## config.mk

```make
export PLATFORM = sky130hd
export DESIGN_NAME = bk_save_ctrl
export DESIGN_NICKNAME = d
export VERILOG_FILES = /design/src/rtl/bk_save_ctrl.sv
export SDC_FILE = /design/constraint.sdc
export NUM_CORES = 1
export LEC_CHECK = 0
export CAP_MARGIN = 0
export CORE_ASPECT_RATIO = 0.75
export CORE_MARGIN = 8
export CORE_UTILIZATION = 47
export DETAILED_ROUTE_END_ITERATION = 10
export PLACE_DENSITY_LB_ADDON = 0.08
export SLEW_MARGIN = 20
export SYNTH_ARGS = -nofsm -noshare
export SYNTH_HDL_FRONTEND = slang
export SYNTH_SLANG_ARGS = --single-unit
```

## constraint.sdc

```tcl
create_clock -name clk_sys -period 5.3 [get_ports clk_sys]
set_input_delay 0.795 -clock clk_sys [delete_from_list [all_inputs] [get_ports clk_sys]]
set_output_delay 0.795 -clock clk_sys [all_outputs]
set_load 0.02 [all_outputs]
```

## src/rtl/bk_save_ctrl.sv

```systemverilog
// Backup-RAM save/load sequencer: turns load/save/format requests into SD sector runs.
// Build option: define BK_AUTOSAVE_EN to enable dirty tracking and autosave on OSD open.
//
// Ports:
//   clk_sys, reset            : clock, synchronous active-high reset
//   bk_ena                    : save image mounted and writable
//   load_req/save_req         : OSD load/save levels (rising edge triggers)
//   format_req                : OSD format level (rising edge triggers)
//   dl_active, img_nonzero    : cartridge download state, image size non-zero
//   osd_status, autosave      : OSD open, autosave option
//   bram_wr                   : core write strobe into backup RAM
//   sd_ack                    : HPS sector acknowledge
//   sd_lba, sd_rd, sd_wr      : sector number and read/write requests
//   busy, loading, pending    : run active, load active, unsaved writes exist
//   fmt_active/addr/data/we   : formatter ownership and write port to backup RAM
module bk_save_ctrl #(
    parameter int unsigned SECTORS = 16,
    parameter logic [15:0] FMT_W0  = 16'h5548,
    parameter logic [15:0] FMT_W1  = 16'h4D42,
    parameter logic [15:0] FMT_W2  = 16'h8800,
    parameter logic [15:0] FMT_W3  = 16'h8010
) (
    input  logic        clk_sys,
    input  logic        reset,
    input  logic        bk_ena,
    input  logic        load_req,
    input  logic        save_req,
    input  logic        format_req,
    input  logic        dl_active,
    input  logic        img_nonzero,
    input  logic        osd_status,
    input  logic        autosave,
    input  logic        bram_wr,
    input  logic        sd_ack,
    output logic [31:0] sd_lba,
    output logic        sd_rd,
    output logic        sd_wr,
    output logic        busy,
    output logic        loading,
    output logic        pending,
    output logic        fmt_active,
    output logic [1:0]  fmt_addr,
    output logic [15:0] fmt_data,
    output logic        fmt_we
);

    localparam int unsigned LW = (SECTORS > 1) ? $clog2(SECTORS) : 1;
    localparam logic [LW-1:0] LAST = LW'(SECTORS - 1);
    localparam logic [LW-1:0] ONE  = LW'(1);

    typedef enum logic [1:0] {
        S_IDLE,
        S_XFER,
        S_FMT
    } state_t;

    state_t state_q, state_d;

    logic [LW-1:0] lba_q, lba_d;
    logic rd_q, rd_d;
    logic wr_q, wr_d;
    logic busy_q, busy_d;
    logic loading_q, loading_d;
    logic pending_q, pending_d;
    logic acked_q, acked_d;
    logic fmt_active_q, fmt_active_d;
    logic [1:0] fmt_addr_q, fmt_addr_d;
    logic [15:0] fmt_data_q, fmt_data_d;
    logic fmt_we_q, fmt_we_d;

    // Two-stage edge registers: stage 1 samples the input, stage 2 holds
    // the previous sample; edges are decoded from the registered pair.
    logic ld_r1_q, ld_r2_q;
    logic sv_r1_q, sv_r2_q;
    logic fm_r1_q, fm_r2_q;
    logic dl_r1_q, dl_r2_q;
    logic ak_r1_q, ak_r2_q;
    logic as_r1_q, as_r2_q;

    logic load_rise, save_rise, fmt_rise, dl_fall;
    logic ack_rise, ack_fall, as_rise, as_cond;
    logic save_trig;

`ifdef BK_AUTOSAVE_EN
    assign as_cond = pending_q & osd_status & autosave;
`else
    assign as_cond = 1'b0;
    logic unused_inputs;
    assign unused_inputs = &{1'b0, osd_status, autosave, bram_wr};
`endif

    assign load_rise = ld_r1_q & ~ld_r2_q;
    assign save_rise = sv_r1_q & ~sv_r2_q;
    assign fmt_rise  = fm_r1_q & ~fm_r2_q;
    assign dl_fall   = ~dl_r1_q & dl_r2_q;
    assign ack_rise  = ak_r1_q & ~ak_r2_q;
    assign ack_fall  = ~ak_r1_q & ak_r2_q;
    assign as_rise   = as_r1_q & ~as_r2_q;
    assign save_trig = save_rise | as_rise;

    always_comb begin
        state_d      = state_q;
        lba_d        = lba_q;
        rd_d         = rd_q;
        wr_d         = wr_q;
        busy_d       = busy_q;
        loading_d    = loading_q;
        acked_d      = acked_q;
        fmt_active_d = fmt_active_q;
        fmt_addr_d   = fmt_addr_q;
        fmt_we_d     = 1'b0;
        fmt_data_d   = 16'h0000;

        unique case (state_q)
            S_IDLE: begin
                if (fmt_rise) begin
                    state_d      = S_FMT;
                    fmt_active_d = 1'b1;
                    fmt_addr_d   = 2'd0;
                    fmt_we_d     = 1'b1;
                end else if ((dl_fall & img_nonzero & bk_ena)
                             | (load_rise & bk_ena)) begin
                    state_d   = S_XFER;
                    busy_d    = 1'b1;
                    loading_d = 1'b1;
                    lba_d     = '0;
                    rd_d      = 1'b1;
                    acked_d   = 1'b0;
                end else if (save_trig & bk_ena) begin
                    state_d   = S_XFER;
                    busy_d    = 1'b1;
                    loading_d = 1'b0;
                    lba_d     = '0;
                    wr_d      = 1'b1;
                    acked_d   = 1'b0;
                end
            end
            S_XFER: begin
                // A fall only counts once the current request was acked,
                // so a stale host ack after reset cannot advance the run.
                if (ack_rise & (rd_q | wr_q)) begin
                    rd_d    = 1'b0;
                    wr_d    = 1'b0;
                    acked_d = 1'b1;
                end else if (ack_fall & acked_q) begin
                    acked_d = 1'b0;
                    if (lba_q == LAST) begin
                        state_d   = S_IDLE;
                        busy_d    = 1'b0;
                        loading_d = 1'b0;
                    end else begin
                        lba_d = lba_q + ONE;
                        rd_d  = loading_q;
                        wr_d  = ~loading_q;
                    end
                end
            end
            S_FMT: begin
                if (fmt_addr_q == 2'd3) begin
                    state_d      = S_IDLE;
                    fmt_active_d = 1'b0;
                    fmt_addr_d   = 2'd0;
                end else begin
                    fmt_addr_d = fmt_addr_q + 2'd1;
                    fmt_we_d   = 1'b1;
                end
            end
            default: state_d = S_IDLE;
        endcase

        if (fmt_we_d) begin
            case (fmt_addr_d)
                2'd0:    fmt_data_d = FMT_W0;
                2'd1:    fmt_data_d = FMT_W1;
                2'd2:    fmt_data_d = FMT_W2;
                default: fmt_data_d = FMT_W3;
            endcase
        end

`ifdef BK_AUTOSAVE_EN
        // Any active run clears dirty state; writes only set it when idle.
        if (busy_q)
            pending_d = 1'b0;
        else if (bram_wr & bk_ena & ~osd_status)
            pending_d = 1'b1;
        else
            pending_d = pending_q;
`else
        pending_d = 1'b0;
`endif
    end

    always_ff @(posedge clk_sys) begin
        if (reset) begin
            state_q      <= S_IDLE;
            lba_q        <= '0;
            rd_q         <= 1'b0;
            wr_q         <= 1'b0;
            busy_q       <= 1'b0;
            loading_q    <= 1'b0;
            pending_q    <= 1'b0;
            acked_q      <= 1'b0;
            fmt_active_q <= 1'b0;
            fmt_addr_q   <= 2'd0;
            fmt_data_q   <= 16'h0000;
            fmt_we_q     <= 1'b0;
            ld_r1_q      <= 1'b0;
            ld_r2_q      <= 1'b0;
            sv_r1_q      <= 1'b0;
            sv_r2_q      <= 1'b0;
            fm_r1_q      <= 1'b0;
            fm_r2_q      <= 1'b0;
            dl_r1_q      <= 1'b0;
            dl_r2_q      <= 1'b0;
            ak_r1_q      <= 1'b0;
            ak_r2_q      <= 1'b0;
            as_r1_q      <= 1'b0;
            as_r2_q      <= 1'b0;
        end else begin
            state_q      <= state_d;
            lba_q        <= lba_d;
            rd_q         <= rd_d;
            wr_q         <= wr_d;
            busy_q       <= busy_d;
            loading_q    <= loading_d;
            pending_q    <= pending_d;
            acked_q      <= acked_d;
            fmt_active_q <= fmt_active_d;
            fmt_addr_q   <= fmt_addr_d;
            fmt_data_q   <= fmt_data_d;
            fmt_we_q     <= fmt_we_d;
            ld_r1_q      <= load_req;
            ld_r2_q      <= ld_r1_q;
            sv_r1_q      <= save_req;
            sv_r2_q      <= sv_r1_q;
            fm_r1_q      <= format_req;
            fm_r2_q      <= fm_r1_q;
            dl_r1_q      <= dl_active;
            dl_r2_q      <= dl_r1_q;
            ak_r1_q      <= sd_ack;
            ak_r2_q      <= ak_r1_q;
            as_r1_q      <= as_cond;
            as_r2_q      <= as_r1_q;
        end
    end

    assign sd_lba     = {{(32 - LW){1'b0}}, lba_q};
    assign sd_rd      = rd_q;
    assign sd_wr      = wr_q;
    assign busy       = busy_q;
    assign loading    = loading_q;
    assign pending    = pending_q;
    assign fmt_active = fmt_active_q;
    assign fmt_addr   = fmt_addr_q;
    assign fmt_data   = fmt_data_q;
    assign fmt_we     = fmt_we_q;

endmodule
```

==> results of run 1 <==
-- flip-flops by register name (all words and copies together), names as in the netlist --
register	flops
fm_r1_q	1
fm_r2_q	1
fmt_active	1
loading	1
ak_r1_q	1
sd_wr	1
dl_r1_q	1
ld_r2_q	1
ak_r2_q	1
sv_r2_q	1
state_q	2
acked_q	1
fmt_we	1
fmt_data	6
sv_r1_q	1
dl_r2_q	1
ld_r1_q	1
busy	1
fmt_addr	2
sd_rd	1
lba_q	4
-- routing by layer --
| layer | GRT usage, % | wire length [µm] |
|---|---|---|
| met1 | 14.8 | 1710 |
| met2 | 18.8 | 1440 |
| met5 | 0 | 0 |
| met3 | 4.73 | 305 |
| met4 | 2.56 | 14 |
-- worst reg2reg max path, stage by stage, from the launching register on --
cell	delay, ns
dfxtp_1	0.61
inv_1	0.32
a32oi_1	0.47
inv_1	0.17
ha_1	0.30
nor4_1	0.24
-- cell usage after synthesis, types with 2 or more instances --
cell      count
mux2i_1       2
nand4_1       2
nor3b_2       2
inv_1         7
a21oi_1       6
nand2b_1      8
nor3_1        4
dfxtp_1      31
ha_1          7
a32oi_1       2
o32ai_1       4
nand3_1       2
nor2b_1      12
and2_1        3
nor2_1        7
nand3b_1      2
o22ai_1       2
or3_1         2
o21bai_1      2
clkbuf_1      3
o21ai_0       3
buf_4        41
-- final cells by class --
| class | count | area, µm² | share of cell area [%] |
|---|---|---|---|
| inverter | 8 | 30.0 | 1.48 |
| tap | 52 | 65.1 | 3.21 |
| multi-input combinational | 132 | 883 | 43.6 |
| clock buffer | 6 | 82.6 | 4.08 |
| timing repair buffer | 31 | 308 | 15.2 |
| clock inverter | 2 | 35.0 | 1.73 |
| sequential | 31 | 621 | 30.7 |
-- cells by family after synthesis --
family | share of synthesized area [%]
other | 0.216
AO/OA/AOI/OAI | 15.7
multiplexers | 2.02
adder cells (fa/ha/maj) | 5.04
AND/OR/NAND/NOR | 20.5
flip-flops | 35.7
buffers and inverters | 20.7
-- path summary, 6_finish.rpt --
check,slack (ns),end,start
min,0.46,dl_r2_q,dl_r1_q
max reg2reg,3.10,fmt_data[11],state_q[0]
min reg2reg,0.46,dl_r2_q,dl_r1_q
max,3.10,fmt_data[11],state_q[0]
-- power groups by stage --
stage / clock [mW] / sequential (mW) / combinational, mW
floorplan: 0 / 0.267 / 0.101
global placement: 0 / 0.261 / 0.119
detailed placement: 0 / 0.262 / 0.121
CTS: 0.245 / 0.256 / 0.122
global route: 0.257 / 0.258 / 0.133
finish: 0.239 / 0.257 / 0.122
==> flow_summary.ini, run 1 <==
[clock_tree]
hold_buffers = 0
cts_max_level = 2
post_cts_buffers = 0
cts_sinks = 31
numCtsBuffers = 5
cts.clk_slew.worst_paths_ns = 0.07
cts_root_buf = clkbuf_8
clockBufferDepth = 2
cts_tree = done
cts_resized = 0
clk_latency_ns = 0.28

[final_layout]
final_area_um2 = 2020
final_cell_mix = conb_1 (35), dfxtp_1 (31), clkdlybuf4s50_1 (30)
fin_cells = 262
nFillCells = 332
antennaDiodeCount = 0
final_common_cell = conb_1
nets = 228
drive_gt1_share_pct = 10.5
area_growth_pct = 16.6
final_util_pct = 56.4

[sta]
drv_slew = 0
fin_ws_ns = 3.10
setup-violations-final = 0
finalCriticalPeriod_ns = 2.20
fmax_mhz = 455
hold_viol = 0
finalSetupTns_ns = 0
final.period_utilization_pct = 41.5
rsz0062_at_grt = false
whs_ns = 0.461
finClkSkew_ns = 0.00524

[global_route]
grt_pass1_wl_mm = 5.55
antenna_found_initial = 0
track_usage_pct = 11.8
grt_max_degree = 35
grt_overflow_total = 0
grt_pass1_vias = 1237

[setup_path]
cpMostUsedCell = inv_1
crit_buf_inv = 2
crit_arrival_ns = 2.38
max_stage_delay_ns = 0.61
slowest_stage = dfxtp_1
worst_r2r_path_depth = 5
path_max_fanout = 11
worstSetupPathType = flop to flop
cp-start-kind = flop
cp.depth = 5
cp_top_family = flip-flops
crit_chain = inv_1, a32oi_1, inv_1, ha_1, nor4_1
required_ns = 5.48
crit_path_end_kind = flop

[synthesis]
syn_avg_cell_area_um2 = 9.54
synthDistinctLibCells = 50
synth_top_cell_area_share_pct = 35.7
synthCells = 182
postSynthRegisterBits = 31
synth_area_um2 = 1740
ys.flop_type = dfxtp_1
seq_area_frac_synth_pct = 35.7
ys_warn_count = 0
synth.area.top_cells = dfxtp_1 (36%), buf_4 (18%), ha_1 (5.0%), nor2b_1 (4.3%), nand2b_1 (2.9%)
synth_area_leader_cell = dfxtp_1
synth_edf_count = 0
synthArstFlopShare_pct = 0

[drt]
wl_per_cell_um = 13.2
vias = 1214
first_pass_iters = 4
ant_nets = 0
drc = 0
viasPerCell = 4.63
wl_mm = 3.47
first_iter_violations = 38

[power]
p_clk_share_pct = 38.7
p_switching_mw = 0.173
internal-power_mw = 0.445
switching_share_pct = 28.1
power_frac_seq_pct = 41.5
power_mw = 0.618
pwr_density_cell_nw_per_um2 = 305
p_leak_nw = 0.856
combPwrFrac_pct = 19.8
irDropWorstVdd_uv = 158

[min_path]
whs_path_depth = 1
hp-class = flop to flop

[place]
hpwlAfterDp_mm = 2.66
port_buffers = 30
post-place-ws_ns = 2.92
place_area_um2 = 1910
gp_congestion = 0.760
place_inst = 254

[die]
io_pins = 69
num_rows = 19
start_util_pct = 48.4
die_area_um2 = 5920
core_area_um2 = 3590
dieWidth_um = 86.2
die_height_um = 68.6

[status]
status = finished clean

[flow_run]
maxCapViolCount = 0
Power figures use the tool's default switching activity.
==> run 2: changes to the inputs <==
Settings changed: CORE_UTILIZATION 47 to 43.
Clock period 5.3 ns to 2.1 ns, I/O delays scaled along.
==> run 2 against run 1 <==
Net effect:
- die area grew 7.3%
- wire length shrank 0.98%
- final cell count up 2.7%
- clock skew hardly changed
- global-route usage decreased by 0.67 points
- clock power increased by 92%
- clock-buffer cell count stayed put
- utilization down 4.9 points
- critical endpoint is now fmt_data[15]
==> flow_summary.ini, run 2 (synthesis results as in run 1) <==
[setup_path]
crit_arrival_ns = 2.04
crit_path_end_kind = flop
worstSetupPathType = flop to flop
worst_r2r_path_depth = 6
required_ns = 2.28
rr_startpoint = fm_r2_q
r2r_setup_slack_ns = 0.24
cp-start-kind = flop
path_max_fanout = 5
r2r-end = fmt_data[15]

[place]
gp_congestion = 0.763
port_buffers = 30
hpwlAfterDp_mm = 2.72
place_area_um2 = 1950

[clock_tree]
clk_latency_ns = 0.28
cts_resized = 0
numCtsBuffers = 5
cts_max_level = 2
cts_tree = done
hold_buffers = 0
cts_sinks = 31
post_cts_buffers = 0
clockBufferDepth = 2
cts.clk_slew.worst_paths_ns = 0.06
cts_root_buf = clkbuf_8

[power]
irDropWorstVdd_uv = 383
internal-power_mw = 1.00
combPwrFrac_pct = 22.7
p_leak_nw = 0.866
p_clk_share_pct = 32.3
switching_share_pct = 29.4
p_switching_mw = 0.419
power_frac_seq_pct = 45.0
pwr_density_cell_nw_per_um2 = 699

[die]
die_height_um = 71.0
num_rows = 20
dieWidth_um = 89.4
io_pins = 69
start_util_pct = 43.9
die_area_um2 = 6350
core_area_um2 = 3950

[drt]
wl_mm = 3.43
first_iter_violations = 62
drc = 0
vias = 1237
viasPerCell = 4.60
ant_nets = 0
wl_per_cell_um = 12.8
first_pass_iters = 4

[sta]
whs_ns = 0.467
final.period_utilization_pct = 88.5
finalCriticalPeriod_ns = 1.86
fmax_mhz = 538
drv_slew = 0
hold_viol = 0
worstMarginPinSlew_ns = 0.517
finalSetupTns_ns = 0
rsz0062_at_grt = false
relSlewSlack_pct = 65.5
finClkSkew_ns = 0.00560
setup-violations-final = 0

[final_layout]
final_common_cell = conb_1
seqCellArea_um2 = 621
drive_gt1_share_pct = 12.1
area_growth_pct = 17.2
multiInputGateArea_um2 = 883
largest_reg_flops = 6
final_area_um2 = 2040
final_cell_mix = conb_1 (35), dfxtp_1 (31), clkdlybuf4s50_1 (30)
antennaDiodeCount = 0
nets = 233
nFillCells = 390

[global_route]
antenna_found_initial = 0
grt_overflow_total = 0
grt_max_degree = 20
track_usage_pct = 11.1
grt_pass1_vias = 1194
grt_pass1_wl_mm = 5.52

[min_path]
hold-path-endpoint = ld_r2_q
worstHoldStart = ld_r1_q
whs_path_depth = 1
hp-class = flop to flop

[flow_run]
maxCapViolCount = 0

[status]
status = finished clean
==> run 2: cell types whose count changed in the layout (fill, tap and decap cells not counted), sizes merged <==
cell    change
buf         +5
bufinv      -1
==> run 2: area by class of cell <==
| type | instances | share of cell area (%) |
|---|---|---|
| multi-input combinational | 132 | 43.4 |
| sequential | 31 | 30.5 |
| timing repair buffer | 36 | 17.0 |
| clock buffer | 6 | 4.06 |
| tap | 55 | 3.38 |
| inverter | 8 | 1.48 |
| clock inverter | 1 | 0.246 |
==> run 2: critical path, stage by stage, from the launching register on <==
cell	delay, ns
dfxtp_1	0.31
nand2b_1	0.22
a21o_1	0.23
a32oi_1	0.41
inv_1	0.13
ha_1	0.26
o21a_1	0.19
==> run 2: through the flow <==
step	worst slack (ns)	cells	total power [mW]	utilization, %
6_report	0.241	269	1.42	51.5
3_5_place_dp	0.241	262	0.976	49.3
5_1_grt	0.0862	269	1.50	51.5
2_1_floorplan	0.372	216	0.930	-
4_1_cts	0.241	269	1.44	51.5
3_3_place_gp	0.276	262	0.971	49.3
==> run 2: worst max path at each step <==
| stage | startpoint | endpoint | slack, ns | cells after the start |
|---|---|---|---|---|
| 6_report | fm_r2_q | fmt_data[15] | 0.24 | 6 |
| 5_1_grt | fm_r2_q | fmt_data[15] | 0.09 | 6 |
| 4_1_cts | fm_r2_q | fmt_data[15] | 0.24 | 6 |
| 3_5_place_dp | img_nonzero | busy | 0.24 | 5 |
| 3_3_place_gp | img_nonzero | busy | 0.28 | 5 |
| 2_1_floorplan | fmt_addr[0] | fmt_data[11] | 0.37 | 6 |
==> run 2: metal layers <==
layer	part of all wire (%)	GRT usage, %	vias to the layer above
met4	1.5	4.96	0
li1	-	-	617
met1	44	12.9	565
met5	0	0	-
met2	44	17.1	48
met3	11	4.75	7
==> run 2: power by group through the flow <==
stage / combinational, mW / sequential [mW] / clock (mW)
finish: 0.323 / 0.641 / 0.460
global route: 0.351 / 0.645 / 0.507
CTS: 0.323 / 0.641 / 0.479
detailed placement: 0.322 / 0.654 / 0
global placement: 0.319 / 0.652 / 0
floorplan: 0.256 / 0.674 / 0
==> run 3: changes to the inputs <==
Settings changed: CAP_MARGIN 0 to 30, CORE_MARGIN 8 to 5.
==> run 3 against run 2 <==
Net effect:
- sequential cell count did not move
- utilization fell by 0.54 points
- clock power fell by 4%
- critical path depth did not move
- sequential power rose by 0.6%
- register-to-register slack got worse by 0.10 ns
- setup slack got worse by 0.10 ns
- maximum frequency fell by 5.1%
==> flow_summary.ini, run 3 (synthesis results as in run 1) <==
[flow_run]
maxCapViolCount = 0

[min_path]
hp-class = flop to flop
worstHoldStart = dl_r1_q
whs_path_depth = 1
hold-path-endpoint = dl_r2_q

[global_route]
grt_pass1_wl_mm = 5.33
grt_max_degree = 35
track_usage_pct = 12.4
antenna_found_initial = 0
top_usage_layer = met2
use_met1_pct = 14.9
grtUsageMet2_pct = 19.8
grt_pass1_vias = 1159
grt_overflow_total = 0
grtUsageMet3_pct = 4.32

[final_layout]
largest_reg_flops = 6
nets = 231
area_growth_pct = 16.7
final_cell_mix = conb_1 (35), dfxtp_1 (31), clkdlybuf4s50_1 (30)
nFillCells = 376
multiInputGateArea_um2 = 883
seqCellArea_um2 = 621
antennaDiodeCount = 0
drive_gt1_share_pct = 10.8
final_common_cell = conb_1

[setup_path]
cp_top_family = compound AO/OA/AOI/OAI gates
crit_path_end_kind = flop
cp-start-kind = flop
crit_buf_inv = 2
r2r-end = fmt_data[15]
worstSetupPathType = flop to flop
required_ns = 2.28
crit_chain = inv_2, a21o_1, a32oi_1, inv_1, ha_1, o21a_1
rr_startpoint = state_q[1]
slowest_stage = dfxtp_1
worst_r2r_path_depth = 6
path_max_fanout = 8
crit_arrival_ns = 2.13
max_stage_delay_ns = 0.53
r2r_setup_slack_ns = 0.14

[drt]
wl_mm = 3.31
ant_nets = 0
first_iter_violations = 90
first_pass_iters = 4
drc = 0
vias = 1244
viasPerCell = 4.64
wl_per_cell_um = 12.3

[power]
pwr_density_cell_nw_per_um2 = 693
power_mw = 1.41
p_leak_nw = 0.855
irDropWorstVdd_uv = 342

[sta]
setup-violations-final = 0
finClkSkew_ns = 0.00271
relSlewSlack_pct = 64.4
whs_ns = 0.455
drv_slew = 0
worstMarginPinSlew_ns = 0.534
fmax_mhz = 510
rsz0062_at_grt = false
finalCriticalPeriod_ns = 1.96
finalSetupTns_ns = 0
final.period_utilization_pct = 93.3
hold_viol = 0

[die]
dieWidth_um = 83.4
io_pins = 69
start_util_pct = 43.6
die_area_um2 = 5420
core_area_um2 = 3980
die_height_um = 65.0
num_rows = 20

[clock_tree]
cts_max_level = 2
clk_latency_ns = 0.28
cts.clk_slew.worst_paths_ns = 0.06
hold_buffers = 0
cts_sinks = 31
numCtsBuffers = 5
cts_resized = 0
cts_tree = done
post_cts_buffers = 0
clockBufferDepth = 2
cts_root_buf = clkbuf_8

[place]
hpwlAfterDp_mm = 2.51
gp_congestion = 0.771
port_buffers = 30

[status]
status = finished clean
run 3: cell types whose count changed in the layout (fill, tap and decap cells not counted), sizes merged:
cell | previous run | this run
buf | 6 | 4
clkbuf | 6 | 7
run 3: worst max path at each step:
| stage | startpoint | end | slack (ns) | cells past startpoint |
|---|---|---|---|---|
| finish | state_q[1] | fmt_data[15] | 0.14 | 6 |
| CTS | state_q[1] | fmt_data[15] | 0.12 | 6 |
| detailed placement | state_q[1] | fmt_data[15] | 0.14 | 6 |
| global route | state_q[1] | fmt_data[15] | 0.03 | 6 |
| floorplan | fmt_addr[0] | fmt_data[11] | 0.37 | 6 |
| global placement | state_q[1] | fmt_data[15] | 0.24 | 6 |
run 3: area by class of cell:
class,count,share of cell area (%)
Clock inverter,1,0.247
Sequential cell,31,30.6
Timing Repair Buffer,34,16.9
Tap cell,55,3.40
Multi-Input combinational cell,132,43.6
Clock buffer,7,3.77
Inverter,8,1.48
run 3: power by group:
group          leakage [nW]  internal, mW  switching, mW
sequential            0.254         0.620         0.0249
clock                0.0422         0.232          0.209
combinational         0.559         0.128          0.191
total                 0.855         0.980          0.425
run 3: per-stage QoR:
step           utilization, %  cells  area (µm²)  setup WS [ns]
6_report                 50.9    268        2030          0.140
2_1_floorplan               -    216        1860          0.372
4_1_cts                  50.9    268        2030          0.120
5_1_grt                  50.9    268        2030         0.0251
3_5_place_dp             48.9    260        1950          0.145
3_3_place_gp             48.9    260        1950          0.243
run 3: per-layer routing:
metal | vias to the layer above | wire (µm)
met4 | 0 | 31
met3 | 4 | 279
met1 | 574 | 1510
met2 | 50 | 1490
met5 | - | 0
li1 | 616 | -
run 3: worst reg2reg max path, cell delays in order (launching register included):
cell	delay, ns
dfxtp_1	0.53
inv_2	0.12
a21o_1	0.20
a32oi_1	0.43
inv_1	0.13
ha_1	0.26
o21a_1	0.19
